$ cat src/rtl/pll_rst_pkg.sv
// Shared definitions for the PLL reset sequencer: one-hot state encoding,
// default timing constants and a small state-classification helper.
package pll_rst_pkg;

  typedef enum logic [5:0] {
    ST_ARST      = 6'b000001,
    ST_WAIT_LOCK = 6'b000010,
    ST_STABLE    = 6'b000100,
    ST_REL       = 6'b001000,
    ST_RUN       = 6'b010000,
    ST_ERR       = 6'b100000
  } state_t;

  localparam int ARST_CYC_DEF   = 16;
  localparam int LOCK_TO_DEF    = 50000;
  localparam int STABLE_CYC_DEF = 1024;
  localparam int GAP_CYC_DEF    = 8;
  localparam int MAX_RETRY_DEF  = 3;
  localparam int CNT_W_DEF      = 16;

  // States in which at least one downstream reset has been released.
  function automatic logic is_post_lock(input state_t s);
    return (s == ST_REL) || (s == ST_RUN);
  endfunction

endpackage

$ cat src/rtl/pll_rst_seq_sync2.sv
// Generic two-flop synchronizer with asynchronous active-high clear to zero.
module sync2 #(
  parameter int WIDTH = 1
) (
  input  logic             clk,
  input  logic             rst,
  input  logic [WIDTH-1:0] d,
  output logic [WIDTH-1:0] q
);

  logic [WIDTH-1:0] meta;

  always_ff @(posedge clk or posedge rst) begin
    if (rst) begin
      meta <= '0;
      q    <= '0;
    end else begin
      meta <= d;
      q    <= meta;
    end
  end

endmodule

$ cat src/rtl/pll_rst_seq.sv
// Power-up / recovery sequencer: pulses PLL areset, waits for a stable lock,
// then releases the clk_sys and clk_slow resets in order. Runs on mclk0 only.
module pll_rst_seq
  import pll_rst_pkg::*;
#(
  parameter int ARST_CYC   = ARST_CYC_DEF,
  parameter int LOCK_TO    = LOCK_TO_DEF,
  parameter int STABLE_CYC = STABLE_CYC_DEF,
  parameter int GAP_CYC    = GAP_CYC_DEF,
  parameter int MAX_RETRY  = MAX_RETRY_DEF,
  parameter int CNT_W      = CNT_W_DEF
) (
  input  logic       mclk0,
  input  logic       hrst,
  input  logic       pll_locked,
  input  logic       soft_rst,
  output logic       pll_areset,
  output logic       rst_sys_n,
  output logic       rst_slow_n,
  output logic       ready,
  output logic       pll_err,
  output logic       lock_lost,
  output logic [3:0] retry_cnt
);

  localparam logic [CNT_W-1:0] ARST_LAST   = CNT_W'(ARST_CYC - 1);
  localparam logic [CNT_W-1:0] LOCK_LAST   = CNT_W'(LOCK_TO - 1);
  localparam logic [CNT_W-1:0] STABLE_LAST = CNT_W'(STABLE_CYC - 1);
  localparam logic [CNT_W-1:0] GAP_LAST    = CNT_W'(GAP_CYC - 1);
  localparam logic [3:0]       RETRY_MAX   = 4'(MAX_RETRY);

  logic             locked_sync;
  state_t           state, state_nx;
  logic [CNT_W-1:0] cnt, cnt_nx;
  logic [3:0]       retry_nx;
  logic             err_nx;
  logic             lost_nx;
  logic             enter;

  sync2 #(.WIDTH(1)) u_lock_sync (
    .clk (mclk0),
    .rst (hrst),
    .d   (pll_locked),
    .q   (locked_sync)
  );

  // Next state with priority soft_rst > lock loss > timeout > progression.
  // A lock seen on the timeout edge wins, so the timeout test sits in the else.
  always_comb begin
    state_nx = state;
    retry_nx = retry_cnt;
    err_nx   = pll_err;
    lost_nx  = 1'b0;
    enter    = 1'b0;
    cnt_nx   = cnt;

    if (soft_rst) begin
      state_nx = ST_ARST;
      retry_nx = 4'd0;
      err_nx   = 1'b0;
      enter    = 1'b1;
    end else if (is_post_lock(state) && !locked_sync) begin
      state_nx = ST_ARST;
      lost_nx  = 1'b1;
    end else begin
      case (state)
        ST_ARST: begin
          if (cnt == ARST_LAST) state_nx = ST_WAIT_LOCK;
        end
        ST_WAIT_LOCK: begin
          if (locked_sync) begin
            state_nx = ST_STABLE;
          end else if (cnt == LOCK_LAST) begin
            retry_nx = retry_cnt + 4'd1;
            if (retry_nx == RETRY_MAX) begin
              state_nx = ST_ERR;
              err_nx   = 1'b1;
            end else begin
              state_nx = ST_ARST;
            end
          end
        end
        ST_STABLE: begin
          if (!locked_sync)              state_nx = ST_WAIT_LOCK;
          else if (cnt == STABLE_LAST)   state_nx = ST_REL;
        end
        ST_REL: begin
          if (cnt == GAP_LAST) state_nx = ST_RUN;
        end
        ST_RUN: begin
          state_nx = ST_RUN;
        end
        ST_ERR: begin
          err_nx = 1'b1;
        end
        default: begin
          state_nx = ST_ARST;
        end
      endcase
    end

    if (state_nx != state) enter = 1'b1;

    if (enter)                                    cnt_nx = '0;
    else if ((state == ST_RUN) || (state == ST_ERR)) cnt_nx = cnt;
    else                                          cnt_nx = cnt + CNT_W'(1);
  end

  // Outputs are decoded from the next state so they switch on the same edge
  // as the transition; deriving the resets from the state alone keeps them
  // ordered and never released while areset is high.
  always_ff @(posedge mclk0 or posedge hrst) begin
    if (hrst) begin
      state      <= ST_ARST;
      cnt        <= '0;
      pll_areset <= 1'b1;
      rst_sys_n  <= 1'b0;
      rst_slow_n <= 1'b0;
      ready      <= 1'b0;
      pll_err    <= 1'b0;
      lock_lost  <= 1'b0;
      retry_cnt  <= 4'd0;
    end else begin
      state      <= state_nx;
      cnt        <= cnt_nx;
      pll_areset <= (state_nx == ST_ARST) || (state_nx == ST_ERR);
      rst_sys_n  <= (state_nx == ST_REL) || (state_nx == ST_RUN);
      rst_slow_n <= (state_nx == ST_RUN);
      ready      <= (state_nx == ST_RUN);
      pll_err    <= err_nx;
      lock_lost  <= lost_nx;
      retry_cnt  <= retry_nx;
    end
  end

  a_no_rel_in_areset: assert property (@(posedge mclk0) disable iff (hrst)
    !(pll_areset && (rst_sys_n || rst_slow_n)));

  a_slow_after_sys: assert property (@(posedge mclk0) disable iff (hrst)
    !(rst_slow_n && !rst_sys_n));

endmodule

$ cat config.mk
export PLATFORM = sky130hd
export DESIGN_NAME = pll_rst_seq
export DESIGN_NICKNAME = d
export VERILOG_FILES = /design/src/rtl/pll_rst_pkg.sv /design/src/rtl/pll_rst_seq_sync2.sv /design/src/rtl/pll_rst_seq.sv
export SDC_FILE = /design/constraint.sdc
export NUM_CORES = 1
export LEC_CHECK = 0
export CORE_MARGIN = 3
export CORE_UTILIZATION = 45
export CTS_CLUSTER_DIAMETER = 150
export CTS_CLUSTER_SIZE = 12
export DETAILED_ROUTE_END_ITERATION = 10
export GPL_ROUTABILITY_DRIVEN = 1
export SETUP_SLACK_MARGIN = 0.2
export SKIP_CTS_REPAIR_TIMING = 1
export SLEW_MARGIN = 20
export SYNTH_ARGS = -nofsm -noshare
export SYNTH_HDL_FRONTEND = slang
export SYNTH_SLANG_ARGS = --single-unit
$ cat constraint.sdc
create_clock -name mclk0 -period 4.8 [get_ports mclk0]
set_input_delay 0.96 -clock mclk0 [delete_from_list [all_inputs] [get_ports mclk0]]
set_output_delay 0.96 -clock mclk0 [all_outputs]
set_load 0.01 [all_outputs]
==> results.yml <==
status:
  status: "finished, final reports clean"
power_and_ir_drop:
  p_per_area_nw_per_um2: 266
  p_leak_nw: 0.929
  p_comb_frac: 0.079
  finalPower_mw: 0.615
  vdd_drop_max_mv: 0.172
  clock_power_share: 0.442
  cellInternalPower_mw: 0.476
  p_sw_mw: 0.140
  seqPwrFrac: 0.479
  sw_frac_of_total: 0.227
sta:
  fmax_mhz: 333
  period_minus_slack_ns: 3.00
  relSlewSlack: 0.387
  setup-tns-final_ns: 0
  rsz0062_at_grt: "no"
  finalSetupViolations: 0
  finalCritPeriodShare: 0.625
  finalHoldViolations: 0
  fin_skew_ns: 0.00451
  slew_violations: 0
  worst_slew_pin_slew_ns: 0.914
clock_network:
  cts-buffers-inserted: 5
  cts_tree: "done"
  clockBufferDepth: 2
  cts_root_buffer: "clkbuf_8"
  clk_pin_slew_ns: 0.07
  clock_latency_ns: 0.28
  cts-htree-levels: 2
  clock_sinks: 33
critical_path:
  critPathKind: "reg -> reg"
  path_cells: "or4_1 -> or4b_2 -> o22ai_1 -> a211oi_1 -> o21ai_2 -> nor4_1"
  crit_path_top_delay_cell: "o21ai_2"
  slowest_delay_ns: 0.71
  setup.worst_path.end_class: "register"
  r2r_cells: 6
  path_max_fanout: 15
  worstPathArrival_ns: 3.12
  cp-startpoint: "state[1]"
  timing.rr.start: "state[1]"
  crit_required_ns: 4.92
  cp-start-kind: "register"
die:
  chipWidth_um: 73.9
  die_y_um: 73.9
  die-area_um2: 5460
  coreArea_um2: 4410
  ios: 14
  core.rowCount: 24
  start_util: 0.470
logic_synthesis:
  yosysTopAreaCell: "dfrtp_1"
  synthSimpleGateAreaFrac: 0.323
  synth.net_count: 221
  ys.flop_type: "dfrtp_1"
  ys_seq_area_frac: 0.399
  synth-edff-count: 0
  ys_warn_count: 0
  ys_types: 57
  syn-cell-area_um2: 2080
  syn_area_per_cell_um2: 9.70
  syn_inst: 214
  synth-compound-area-share: 0.119
  synthTopCellsByArea: "dfrtp_1 37%, nor4_2 4.8%, xor2_1 4.2%, xnor2_1 3.4%, nor4_1 3.3%"
  synth_mux_area_frac: 0.0102
  ys_ff_latch: 33
  yosysTopAreaCellShare: 0.374
  synthAdderAreaFrac: 0.0181
  async_flop_share: 1.00
  synth_xor_area_frac: 0.0759
  synth_top_family_by_area: "simple AND/OR/NAND/NOR gates"
global_routing:
  grt_pass1_vias: 1603
  antenna_found_initial: 0
  grt_max_degree: 21
  track_usage: 0.183
  grt_pass1_wl_mm: 7.73
  gr-total-overflow: 0
finish:
  drive_gt1_frac: 0.130
  nNetsFinal: 229
  n_antenna_cell: 0
  final_util: 0.524
  layout_common_cells: "31 x dfrtp_1, 18 x nand2_1, 16 x nor2_1"
  final_common_cell: "dfrtp_1"
  area_growth_pct: 11.3
detailed_routing:
  routed_via_density: 6.02
  wl_mm: 4.43
  first_pass_iters: 4
  drc: 0
  vias: 1655
  drt_iter0_drc: 190
  ant_nets: 0
  detail_route.wl_per_cell_um: 16.1
flow_run:
  maxCapViolations: 0
placed_design:
  port_buffers: 13
  dp_hpwl_mm: 3.27
  gp_congestion: 0.918
worst_hold_path:
  hold_depth: 0
  min_path_type: "reg -> reg"
  hold_start: "u_lock_sync.meta"
per-stage QoR:
step	hold slack [ns]	worst slack [ns]	instances	cell area, µm²
6_report	0.351	1.80	275	2310
3_5_place_dp	0.337	1.62	267	2190
4_1_cts	0.354	1.80	275	2310
5_1_grt	0.366	1.59	275	2310
2_1_floorplan	0.331	2.38	214	2080
3_3_place_gp	0.336	1.68	267	2190
routing by layer:
metal | routed length, µm | global-route usage
met3 | 210 | 0.0397
met4 | 77 | 0.0584
met5 | 0 | 0
met2 | 2090 | 0.297
met1 | 2050 | 0.243
cell usage after synthesis, types with 2 or more instances:
master,n
a211oi_1,4
a21boi_0,2
a21oi_1,2
and3_1,6
and3b_1,2
and4_1,4
buf_2,4
buf_6,4
clkbuf_1,4
dfrtp_1,31
dfstp_2,2
ha_1,3
inv_1,7
nand2_1,18
nand2b_1,2
nand3_1,8
nand4_1,6
nor2_1,16
nor3_1,7
nor3b_1,2
nor4_1,11
nor4_2,8
nor4b_1,3
o21ai_0,8
o22ai_1,2
xnor2_1,8
xor2_1,10
path summary, 6_finish.rpt:
| kind | endpoint | slack, ns |
|---|---|---|
| setup reg to reg | cnt[0] | 1.80 |
| setup / recovery | cnt[0] | 1.80 |
| hold reg to reg | u_lock_sync.q | 0.35 |
| max in group asynchronous | cnt[7] | 3.12 |
| hold / removal | u_lock_sync.q | 0.35 |
| min in group asynchronous | u_lock_sync.q | 1.02 |
power groups by stage:
stage,combinational (mW),sequential [mW],clock (mW)
2_1_floorplan,0.0300,0.299,0
3_3_place_gp,0.0486,0.299,0
3_5_place_dp,0.0496,0.300,0
4_1_cts,0.0498,0.295,0.280
5_1_grt,0.0548,0.296,0.293
6_report,0.0487,0.295,0.272
cells by family after synthesis:
group,count (synthesis)
muxes,2
and+or+nand+nor,105
buffers and inverters,20
xor gates and xnor gates,18
adders and majority gates,3
AOI/OAI and AO/OA,33
DFF,33
area by class of cell:
cell class                      count  area (µm²)
Inverter                            7        26.3
Timing Repair Buffer               14         138
Tap cell                           52        65.1
Multi-Input combinational cell    161        1130
Sequential cell                    33         828
Clock inverter                      2        37.5
Fill cell                         399        2100
Clock buffer                        6        82.6
sequential cells by signal, indices dropped and copies added (netlist names):
| signal | count |
|---|---|
| pll_err | 1 |
| rst_sys_n | 1 |
| retry_cnt | 4 |
| pll_areset | 1 |
| lock_lost | 1 |
| u_lock_sync.meta | 1 |
| state | 6 |
| cnt | 16 |
| ready | 1 |
| u_lock_sync.q | 1 |
worst max-delay path, delay by kind of cell (launching register included):
kind / cells / cell delay, ns
flip-flops: 1 / 0.51
AO/OA/AOI/OAI: 3 / 0.95
AND/OR/NAND/NOR: 3 / 1.38
Note: power is estimated with default switching activity, not from simulation.
